$ cat config.mk
export PLATFORM = sky130hd
export DESIGN_NAME = fall_scan_controller
export DESIGN_NICKNAME = d
export VERILOG_FILES = /design/src/rtl/fall_scan_controller.sv
export SDC_FILE = /design/constraint.sdc
export NUM_CORES = 1
export LEC_CHECK = 0
export BUFFER_PORTS_ARGS = -buffer_cell sky130_fd_sc_hd__buf_2
export CORE_UTILIZATION = 50
export DETAILED_ROUTE_END_ITERATION = 16
export PLACE_DENSITY = 0.82
export SYNTH_ARGS = -nofsm -noshare
export SYNTH_HDL_FRONTEND = slang
export SYNTH_SLANG_ARGS = --single-unit
$ cat constraint.sdc
create_clock -name clk -period 6.1 [get_ports clk]
set_clock_uncertainty 0.2 [all_clocks]
set_input_delay 0.61 -clock clk [delete_from_list [all_inputs] [get_ports clk]]
set_output_delay 0.61 -clock clk [all_outputs]
set_load 0.01 [all_outputs]
$ cat src/rtl/fall_scan_controller.sv
// Round-robin scan of N_CH sensor channels through one shared falling detector, with per-channel
// debounce, pending alarms and an irq/ack handshake. Define FALL_THRESH_CFG_EN for per-channel thresholds.
module fall_scan_controller #(
    parameter int unsigned N_CH     = 4,
    parameter int unsigned DEBOUNCE = 3,
    parameter int unsigned SCAN_GAP = 8
) (
    input  logic                clk,
    input  logic                rst_n,
    input  logic                scan_en,
    input  logic [8*N_CH-1:0]   sensor_bus,
    input  logic [7:0]          factory_value,
`ifdef FALL_THRESH_CFG_EN
    input  logic                cfg_we,
    input  logic [3:0]          cfg_ch,
    input  logic [7:0]          cfg_data,
`endif
    output logic [7:0]          cmp_sensor,
    output logic [7:0]          cmp_factory,
    input  logic                cmp_fall,
    output logic                busy,
    output logic                irq,
    output logic [3:0]          alarm_ch,
    input  logic                alarm_ack,
    output logic [N_CH-1:0]     pending
);

    localparam int unsigned CH_W  = (N_CH > 1) ? $clog2(N_CH) : 1;
    localparam int unsigned CNT_W = 4;
    localparam int unsigned GAP_W = 8;

    typedef enum logic [1:0] {
        S_IDLE   = 2'd0,
        S_DRIVE  = 2'd1,
        S_SAMPLE = 2'd2,
        S_GAP    = 2'd3
    } state_t;

    state_t             r_state, w_state_nxt;
    logic [3:0]         r_ch, w_ch_nxt;
    logic [GAP_W-1:0]   r_gap, w_gap_nxt;
    logic [CNT_W-1:0]   r_cnt [N_CH];
    logic [N_CH-1:0]    r_pending, w_pend_nxt;
    logic [CH_W-1:0]    w_idx, w_alarm_idx;
    logic [7:0]         w_ch_val [N_CH];
    logic [CNT_W-1:0]   w_cnt_cur, w_cnt_nxt;
    logic               w_sample, w_set;

    assign w_idx = r_ch[CH_W-1:0];

    // Channel unpack and comparator drive
    always_comb begin
        for (int k = 0; k < int'(N_CH); k++) begin
            w_ch_val[k] = sensor_bus[8*k +: 8];
        end
    end

    assign cmp_sensor = w_ch_val[w_idx];

`ifdef FALL_THRESH_CFG_EN
    logic [7:0] r_thr [N_CH];
    logic       w_cfg_hit;

    assign w_cfg_hit = cfg_we && ({1'b0, cfg_ch} < 5'(N_CH));

    always_ff @(posedge clk or negedge rst_n) begin
        if (!rst_n) begin
            for (int k = 0; k < int'(N_CH); k++) begin
                r_thr[k] <= 8'hFF;
            end
        end else if (w_cfg_hit) begin
            r_thr[cfg_ch[CH_W-1:0]] <= cfg_data;
        end
    end

    assign cmp_factory = r_thr[w_idx];
`else
    assign cmp_factory = factory_value;
`endif

    // Scan sequencing: DRIVE/SAMPLE per channel, then a gap of max(SCAN_GAP,1) cycles
    always_comb begin
        w_state_nxt = r_state;
        w_ch_nxt    = r_ch;
        w_gap_nxt   = r_gap;
        w_sample    = 1'b0;
        case (r_state)
            S_IDLE: begin
                if (scan_en) begin
                    w_state_nxt = S_DRIVE;
                    w_ch_nxt    = 4'd0;
                end
            end
            S_DRIVE: begin
                w_state_nxt = S_SAMPLE;
            end
            S_SAMPLE: begin
                w_sample = 1'b1;
                if (!scan_en) begin
                    w_state_nxt = S_IDLE;
                end else if (r_ch == 4'(N_CH - 1)) begin
                    w_state_nxt = S_GAP;
                    w_gap_nxt   = GAP_W'(SCAN_GAP);
                end else begin
                    w_state_nxt = S_DRIVE;
                    w_ch_nxt    = r_ch + 4'd1;
                end
            end
            S_GAP: begin
                if (!scan_en) begin
                    w_state_nxt = S_IDLE;
                end else if (r_gap <= GAP_W'(1)) begin
                    w_state_nxt = S_DRIVE;
                    w_ch_nxt    = 4'd0;
                end else begin
                    w_gap_nxt = r_gap - GAP_W'(1);
                end
            end
            default: begin
                w_state_nxt = S_IDLE;
            end
        endcase
    end

    // Debounce update; only the DEBOUNCE-1 -> DEBOUNCE step raises an alarm
    always_comb begin
        w_cnt_cur = r_cnt[w_idx];
        w_cnt_nxt = '0;
        w_set     = 1'b0;
        if (cmp_fall) begin
            w_cnt_nxt = (w_cnt_cur >= CNT_W'(DEBOUNCE)) ? CNT_W'(DEBOUNCE) : w_cnt_cur + CNT_W'(1);
            w_set     = (w_cnt_cur == CNT_W'(DEBOUNCE - 1));
        end
    end

    // Lowest pending channel wins
    always_comb begin
        w_alarm_idx = '0;
        for (int k = int'(N_CH) - 1; k >= 0; k--) begin
            if (r_pending[k]) begin
                w_alarm_idx = CH_W'(k);
            end
        end
    end

    // Ack clears first so a same-cycle set on that channel survives
    always_comb begin
        w_pend_nxt = r_pending;
        if (alarm_ack && (|r_pending)) begin
            w_pend_nxt[w_alarm_idx] = 1'b0;
        end
        if (w_sample && w_set) begin
            w_pend_nxt[w_idx] = 1'b1;
        end
    end

    always_ff @(posedge clk or negedge rst_n) begin
        if (!rst_n) begin
            r_state   <= S_IDLE;
            r_ch      <= 4'd0;
            r_gap     <= '0;
            r_pending <= '0;
        end else begin
            r_state   <= w_state_nxt;
            r_ch      <= w_ch_nxt;
            r_gap     <= w_gap_nxt;
            r_pending <= w_pend_nxt;
        end
    end

    always_ff @(posedge clk or negedge rst_n) begin
        if (!rst_n) begin
            for (int k = 0; k < int'(N_CH); k++) begin
                r_cnt[k] <= '0;
            end
        end else if (w_sample) begin
            r_cnt[w_idx] <= w_cnt_nxt;
        end
    end

    assign busy     = (r_state != S_IDLE);
    assign irq      = |r_pending;
    assign pending  = r_pending;
    assign alarm_ch = 4'(w_alarm_idx);

endmodule

==> qor.json, run 1 <==
{
  "cell_chosen_for_the_clock_root": "sky130_fd_sc_hd__clkbuf_8",
  "vias_in_the_first_global_route": 1400,
  "vias_per_cell": 5.473,
  "std_cell_rows": 22,
  "floorplan.initialDensity": 0.5313,
  "placed_insts": 275,
  "cts_sinks": 34,
  "grt_overflow_total": 0,
  "crit_path_max_incr_delay_ns": 0.79,
  "most-common-layout-cells": "sky130_fd_sc_hd__buf_2, sky130_fd_sc_hd__dfrtp_1, sky130_fd_sc_hd__nand2_1, sky130_fd_sc_hd__o21ai_0, sky130_fd_sc_hd__inv_1",
  "setup_ws_ns": 3.472,
  "die_y_um": 64.84,
  "power_mw": 0.8012,
  "synth_async_sr_flop_share": 1.000,
  "path_class": "register to output pin",
  "required_ns": 5.29,
  "grt_max_degree": 35,
  "clock_latency_ns": 0.29,
  "hpwl_um": 2755,
  "endpoint_of_the_worst_register_to_register_path": "r_cnt[13]",
  "setup_repair_after_global_routing_missed_its_margin": "false",
  "tcrit_tclk_final": 0.4308,
  "power_per_cell_area_nw_per_um2": 349.3,
  "layout.nets": 287,
  "stdcell_count": 283,
  "worstHoldPathType": "primary input to async pin",
  "worstPathMaxFanout": 15,
  "worst_path_dominant_cell_family": "flip-flops",
  "synth_enable_flop_cells": 0,
  "postCtsHoldBufs": 0,
  "drt-total-wl_um": 3781,
  "finalWorstPathRequiredPeriod_ns": 2.628,
  "synth-main-ff-cell": "sky130_fd_sc_hd__dfrtp_1",
  "syn_avg_cell_area_sq_um": 10.39,
  "yosys_warnings": 0,
  "cts_buffers": 5,
  "r2r_slack_ns": 3.52,
  "cts_post_setup_buffers_inserted": 0,
  "final_antenna_net_count": 0,
  "gr_util_all_layers": 0.1965,
  "area_growth_syn_to_layout_pct": 16.16,
  "ios": 71,
  "die_w_um": 64.84,
  "post_route_cells_drive_above_1_share": 0.3319,
  "max_freq_ghz": 0.3806,
  "cp_data_arrival_time_ns": 1.82,
  "post_cts.resized_instances": 0,
  "fin_setup_tns_ns": 0,
  "ys_seq_elements": 34,
  "pre_cts_ws_ns": 3.490,
  "insertedDiodeCount": 0,
  "htree_num_levels": 2,
  "vdd.ir_drop.worst_v": 0.0002501,
  "reg2regPathDepth": 5,
  "timing.final.hold_violations": 0,
  "timing_max_transition_violations_final": 0,
  "core_region_area_sq_um": 3716,
  "cp_num_buf_inv": 1,
  "routed_wire_length_per_instance_um": 13.36,
  "power.leakage_nw": 1.150,
  "dr.first_iter.drc_count": 91,
  "cp-start-kind": "register",
  "run_status": "completed",
  "portBuffers": 52,
  "finalSetupViolations": 0,
  "drt_pass1_iterations": 5,
  "yosysSeqAreaShare": 0.4309,
  "gpl_wtd_cong": 0.7542,
  "tightestPinTransition_ns": 0.7318,
  "number_of_drc_violations_after_detailed_routing": 0,
  "detailroute.via_count": 1549,
  "synthesis.instances": 190,
  "synth.lib_cells_used.distinct": 39,
  "timing.slew.headroom": 0.5121,
  "cts_tree": "yes",
  "antenna_found_initial": 0,
  "grt_first_pass_wirelength_um": 6265,
  "timing.critical_path.cells": "mux4_2 > buf_2",
  "cp_slowest_cell": "sky130_fd_sc_hd__dfrtp_1",
  "timing.critical_path.to_type": "output pin",
  "rr_startpoint": "r_ch[0]",
  "maxCapViolations": 0,
  "clkSlewWorstSetupHoldPaths_ns": 0.08,
  "die_area_sq_um": 4204,
  "cts_max_path_buffers": 2,
  "layout.cells.most_common": "sky130_fd_sc_hd__buf_2",
  "area_of_the_mapped_netlist_sq_um": 1974
}
## cells in the mapped netlist (5+ instances only)
master                    number  area [sq um]
sky130_fd_sc_hd__ha_1          8         100.1
sky130_fd_sc_hd__mux4_2       10         225.2
sky130_fd_sc_hd__o21ai_0      21         105.1
sky130_fd_sc_hd__or2_2         5         31.28
sky130_fd_sc_hd__nand2_1      22         82.58
sky130_fd_sc_hd__dfrtp_1      34         850.8
sky130_fd_sc_hd__nand3_1       7         35.03
sky130_fd_sc_hd__mux2i_1       5         50.05
sky130_fd_sc_hd__buf_4        10         75.07
sky130_fd_sc_hd__and2_1        8         50.05
sky130_fd_sc_hd__inv_1        11         41.29
## metrics by stage
step | hold slack, ns | instance area, sq um | util
after floorplan | 0.1144 | 1978 | -
after global placement | 0.2574 | 2198 | 0.5916
after detailed placement | 0.2667 | 2198 | 0.5916
after CTS | 0.2027 | 2293 | 0.6172
after global routing | 0.2415 | 2293 | 0.6172
final | 0.1753 | 2293 | 0.6172
## how the worst max path moves through the flow
stage,start,end,slack [ns],depth (start not counted)
finish,r_ch[0],cmp_sensor[6],3.47,2
global route,r_ch[0],cmp_sensor[5],3.36,2
CTS,r_ch[0],cmp_sensor[6],3.44,2
detailed placement,r_ch[0],r_cnt[5],3.49,5
global placement,r_ch[0],r_cnt[13],3.53,5
floorplan,r_ch[1],r_cnt[13],3.76,7
## registers in the layout, summed over array words and instances, names as in the netlist
signal / flops
r_cnt: 16
pending: 4
r_ch: 4
r_state: 2
r_gap: 8
## routing by layer
layer	global-route usage	vias up	part of all wire
met2	0.3151	54	0.49
met3	0.04930	16	0.043
met4	0.1000	0	0.031
met5	0	-	0
li1	-	752	-
met1	0.2442	727	0.43
## where the power goes
part / total (mW) / internal, mW / switching [mW]
clock: 0.173 / 0.0907 / 0.0827
combinational: 0.278 / 0.135 / 0.144
sequential: 0.350 / 0.282 / 0.0673
total: 0.801 / 0.508 / 0.294
## cell type report
| cell class | count | area [sq um] |
|---|---|---|
| Fill cell | 302 | 1423 |
| Multi-Input combinational cell | 130 | 985.9 |
| Clock inverter | 2 | 12.51 |
| Inverter | 11 | 41.29 |
| Timing Repair Buffer | 52 | 260.3 |
| Clock buffer | 6 | 82.58 |
| Tap cell | 48 | 60.06 |
| Sequential cell | 34 | 850.8 |
## kinds of logic (layout without fill, tap and decap cells)
group / Yosys count / count (layout) / share of synthesized area
and+or+nand+nor: 65 / 65 / 0.1730
muxes: 16 / 16 / 0.1451
other: 1 / 2 / 0.001899
AOI/OAI and AO/OA: 39 / 39 / 0.1267
DFF: 34 / 34 / 0.4309
buffers and inverters: 27 / 71 / 0.07161
adders and majority gates: 8 / 8 / 0.05070
Power figures use the tool's default switching activity.
==> run 2: changes to the inputs <==
--- a/config.mk
+++ b/config.mk
@@ -5,10 +5,11 @@
 export SDC_FILE = /design/constraint.sdc
 export NUM_CORES = 1
 export LEC_CHECK = 0
+export ABC_AREA = 1
 export BUFFER_PORTS_ARGS = -buffer_cell sky130_fd_sc_hd__buf_2
-export CORE_UTILIZATION = 50
+export CORE_UTILIZATION = 46
 export DETAILED_ROUTE_END_ITERATION = 16
-export PLACE_DENSITY = 0.82
+export PLACE_DENSITY = 0.78
 export SYNTH_ARGS = -nofsm -noshare
 export SYNTH_HDL_FRONTEND = slang
 export SYNTH_SLANG_ARGS = --single-unit
==> constraint.sdc (replaced) <==
create_clock -name clk -period 2.4 [get_ports clk]
set_clock_uncertainty 0.2 [all_clocks]
set_input_delay 0.24 -clock clk [delete_from_list [all_inputs] [get_ports clk]]
set_output_delay 0.24 -clock clk [all_outputs]
set_load 0.01 [all_outputs]
==> qor.json, run 2 <==
{
  "sequential_fraction_of_design_power": {"value": 0.369, "change": "-0.067"},
  "gpl_wtd_cong": {"value": 0.8382, "change": "+11%"},
  "int_pwr": {"value": 1.243, "unit": "mW", "change": "+140%"},
  "area_growth_syn_to_layout_pct": 14.55,
  "final_antenna_net_count": {"value": 0, "change": "unchanged"},
  "finalWorstPathRequiredPeriod_ns": 2.037,
  "vias_in_the_first_global_route": {"value": 1853, "change": "+32%"},
  "most-common-layout-cells": "sky130_fd_sc_hd__nand2_1, sky130_fd_sc_hd__buf_2, sky130_fd_sc_hd__dfrtp_1, sky130_fd_sc_hd__inv_1, sky130_fd_sc_hd__nor2_1",
  "yosysSeqAreaShare": {"value": 0.3820, "change": "-0.04890"},
  "insertedDiodeCount": {"value": 0, "change": "unchanged"},
  "hold_slack": {"value": 0.01576, "unit": "ns", "change": "-0.1596 ns"},
  "hold_path_startpoint": "scan_en",
  "floorplan.initialDensity": {"value": 0.4944, "change": "-0.03687"},
  "multiInputGateArea": {"value": 1119, "unit": "sq um", "change": "+13%"},
  "post_cts.resized_instances": {"value": 0, "change": "unchanged"},
  "max_freq_ghz": 0.4909,
  "worstPathMaxFanout": {"value": 19, "change": "+4"},
  "share_comb_of_total_power": {"value": 0.421, "change": "+0.074"},
  "synthDominantAreaCellType": "sky130_fd_sc_hd__dfrtp_1",
  "finish.instance_area": {"value": 2551, "unit": "sq um", "change": "+11%"},
  "vias_per_cell": {"value": 5.177, "change": "-5.4%"},
  "grt_max_degree": {"value": 35, "change": "unchanged"},
  "cp_data_arrival_time": {"value": 1.60, "unit": "ns", "change": "-0.22 ns"},
  "std_cell_rows": {"value": 24, "change": "+9.1%"},
  "vdd.ir_drop.worst": {"value": 0.0003253, "unit": "V", "change": "+30%"},
  "htree_num_levels": {"value": 2, "change": "unchanged"},
  "maxCapViolations": {"value": 0, "change": "unchanged"},
  "fillerInstances": {"value": 431, "change": "+43%"},
  "die_y": {"value": 71.58, "unit": "um", "change": "+10%"},
  "cp.depth": {"value": 5, "change": "+3"},
  "cts_sinks": {"value": 34, "change": "unchanged"},
  "synth_enable_flop_cells": {"value": 0, "change": "unchanged"},
  "setup_ws": {"value": 0.3628, "unit": "ns", "change": "-3.110 ns"},
  "die_area": {"value": 5124, "unit": "sq um", "change": "+22%"},
  "largest-register": "r_cnt",
  "switchingPower": {"value": 0.8643, "unit": "mW", "change": "+190%"},
  "reg2regPathDepth": {"value": 9, "change": "+4"},
  "finalSetupViolations": {"value": 0, "change": "unchanged"},
  "detailroute.via_count": {"value": 2076, "change": "+34%"},
  "yosys_warnings": {"value": 0, "change": "unchanged"},
  "top_cells_by_area_synth": "sky130_fd_sc_hd__dfrtp_1, sky130_fd_sc_hd__nand2_1, sky130_fd_sc_hd__inv_1",
  "layout.area.seq": {"value": 850.8, "unit": "sq um", "change": "unchanged"},
  "setup.worst_path.end": "cmp_sensor[5]",
  "drt_pass1_iterations": {"value": 4, "change": "-1"},
  "synth_async_sr_flop_share": {"value": 1.000, "change": "unchanged"},
  "setup_repair_after_global_routing_missed_its_margin": "false",
  "timing.slew.headroom": {"value": 0.4943, "change": "-0.01782"},
  "r2r_slack": {"value": 0.48, "unit": "ns", "change": "-3.04 ns"},
  "ys_seq_elements": {"value": 34, "change": "unchanged"},
  "worst_setup_path_startpoint": "r_ch[0]",
  "endpoint_of_the_worst_register_to_register_path": "r_cnt[1]",
  "power.leakage": {"value": 1.396, "unit": "nW", "change": "+21%"},
  "layout.nets": {"value": 401, "change": "+40%"},
  "cts_max_path_buffers": {"value": 2, "change": "unchanged"},
  "cts_tree": "yes",
  "ios": {"value": 71, "change": "unchanged"},
  "run_status": "completed",
  "syn_avg_cell_area": {"value": 7.350, "unit": "sq um", "change": "-29%"},
  "crit_path_max_incr_delay": {"value": 0.52, "unit": "ns", "change": "-0.27 ns"},
  "synth.most_common_cell": "sky130_fd_sc_hd__nand2_1",
  "rr_startpoint": "r_ch[0]",
  "number_of_drc_violations_after_detailed_routing": {"value": 0, "change": "unchanged"},
  "cts_buffers": {"value": 5, "change": "unchanged"},
  "cell_chosen_for_the_clock_root": "sky130_fd_sc_hd__clkbuf_8",
  "gr_util_all_layers": {"value": 0.1889, "change": "-0.007598"},
  "power_per_cell_area": {"value": 826.1, "unit": "nW/um^2", "change": "+140%"},
  "power": {"value": 2.107, "unit": "mW", "change": "+160%"},
  "layout.cells.most_common": "sky130_fd_sc_hd__nand2_1",
  "worst_path_dominant_cell_family": "flip-flops",
  "grt_overflow_total": {"value": 0, "change": "unchanged"},
  "timing.final.hold_violations": {"value": 0, "change": "unchanged"},
  "tightestPinTransition": {"value": 0.7585, "unit": "ns", "change": "+0.02673 ns"},
  "largestRegisters": "r_cnt: 16 flops, r_gap: 8 flops",
  "cp_num_buf_inv": {"value": 3, "change": "+2"},
  "timing.critical_path.cells": "inv_2 > buf_4 > o21ai_0 > o22ai_1 > buf_2",
  "area_of_the_mapped_netlist": {"value": 2227, "unit": "sq um", "change": "+13%"},
  "yosys-top-cells-count": "sky130_fd_sc_hd__nand2_1, sky130_fd_sc_hd__dfrtp_1, sky130_fd_sc_hd__inv_1",
  "tcrit_tclk_final": 0.8488,
  "largest_register_ffs": {"value": 16, "change": "unchanged"},
  "fin_setup_tns": {"value": 0, "unit": "ns", "change": "unchanged"},
  "grt_first_pass_wirelength": {"value": 7672, "unit": "um", "change": "+22%"},
  "postPlaceCellArea": {"value": 2446, "unit": "sq um", "change": "+11%"},
  "synth.lib_cells_used.distinct": {"value": 35, "change": "-10%"},
  "core_region_area": {"value": 4504, "unit": "sq um", "change": "+21%"},
  "cp_slowest_cell": "sky130_fd_sc_hd__dfrtp_1",
  "clkSlewWorstSetupHoldPaths": {"value": 0.07, "unit": "ns", "change": "about the same"},
  "antenna_found_initial": {"value": 0, "change": "unchanged"},
  "routed_wire_length_per_instance": {"value": 11.28, "unit": "um", "change": "-16%"},
  "synthesis.instances": {"value": 303, "change": "+59%"},
  "worstHoldPathType": "primary input to register",
  "pre_cts_ws": {"value": 0.5131, "unit": "ns", "change": "-2.977 ns"},
  "clock_latency": {"value": 0.29, "unit": "ns", "change": "about the same"},
  "netlist.area_leader.share": {"value": 0.3820, "change": "-0.04890"},
  "required": {"value": 1.96, "unit": "ns", "change": "-3.33 ns"},
  "dr.first_iter.drc_count": {"value": 90, "change": "-1.1%"},
  "hpwl": {"value": 3326, "unit": "um", "change": "+21%"},
  "post_route_cells_drive_above_1_share": {"value": 0.2521, "change": "-0.07977"},
  "timing_max_transition_violations_final": {"value": 0, "change": "unchanged"},
  "drt-total-wl": {"value": 4523, "unit": "um", "change": "+20%"},
  "synth-main-ff-cell": "sky130_fd_sc_hd__dfrtp_1",
  "path_class": "register to output pin",
  "cp-start-kind": "register",
  "power.switching_fraction": {"value": 0.4101, "change": "+0.04360"},
  "portBuffers": {"value": 52, "change": "unchanged"},
  "timing.critical_path.to_type": "output pin",
  "die_w": {"value": 71.58, "unit": "um", "change": "+10%"},
  "clockPowerShare": {"value": 0.209, "change": "-0.007"}
}
## run 2: cell count changes after synthesis, sizes merged, moves of 10 or more
cell	delta
inv	+22
mux4	-10
nand2	+71
nand3	+16
nor2	+28
o21ai	+11
## run 2: repair_timing
action,4_1_cts,5_1_grt
buffers inserted,0,0
hold buffers,1,0
hold endpoints to repair,34,0
## run 2: final cells by class
type / count / area share
Sequential cell: 34 / 0.3335
Clock buffer: 6 / 0.03237
Tap cell: 52 / 0.02550
Multi-Input combinational cell: 217 / 0.4384
Inverter: 34 / 0.05052
Timing Repair Buffer: 56 / 0.1148
Clock inverter: 2 / 0.004904
## run 2: logic make-up (layout without fill, tap and decap cells)
family,after synthesis,after routing,synth area share
and+or+nand+nor,158,158,0.3152
buffers and inverters,53,98,0.1174
other,1,2,0.001684
xor gates and xnor gates,2,2,0.007867
DFF,34,34,0.3820
adders and majority gates,8,8,0.04495
AOI/OAI and AO/OA,47,47,0.1309
## run 2: worst min-delay path by stage
stage / endpoint / slack, ns / cells after the start
6_report: r_state[0] / 0.02 / 2
5_1_grt: r_state[0] / 0.03 / 2
4_1_cts: pending[0] / 0.008 / 4
3_5_place_dp: r_state[0] / 0.15 / 1
3_3_place_gp: r_state[0] / 0.15 / 1
2_1_floorplan: pending[0] / -0.26 / 0
## run 2: layer usage
metal | part of all wire | wire length [um] | up-vias | track usage
met5 | 0 | 0 | - | 0
met2 | 0.47 | 2136 | 87 | 0.3450
met4 | 0.022 | 98 | 0 | 0.06972
met3 | 0.065 | 292 | 14 | 0.03376
li1 | - | - | 1043 | -
met1 | 0.44 | 1995 | 932 | 0.2217
## run 2: power by group through the flow
stage,registers (mW),logic (mW),clock network [mW]
after floorplan,0.760,0.688,0
after global placement,0.786,0.855,0
after detailed placement,0.781,0.885,0
after CTS,0.776,0.890,0.454
after global routing,0.792,1.02,0.472
final,0.778,0.888,0.441
## run 2: stage by stage
| step | std cells | util |
|---|---|---|
| 2_1_floorplan | 304 | - |
| 3_3_place_gp | 392 | 0.5431 |
| 3_5_place_dp | 392 | 0.5431 |
| 4_1_cts | 401 | 0.5664 |
| 5_1_grt | 401 | 0.5664 |
| 6_report | 401 | 0.5664 |
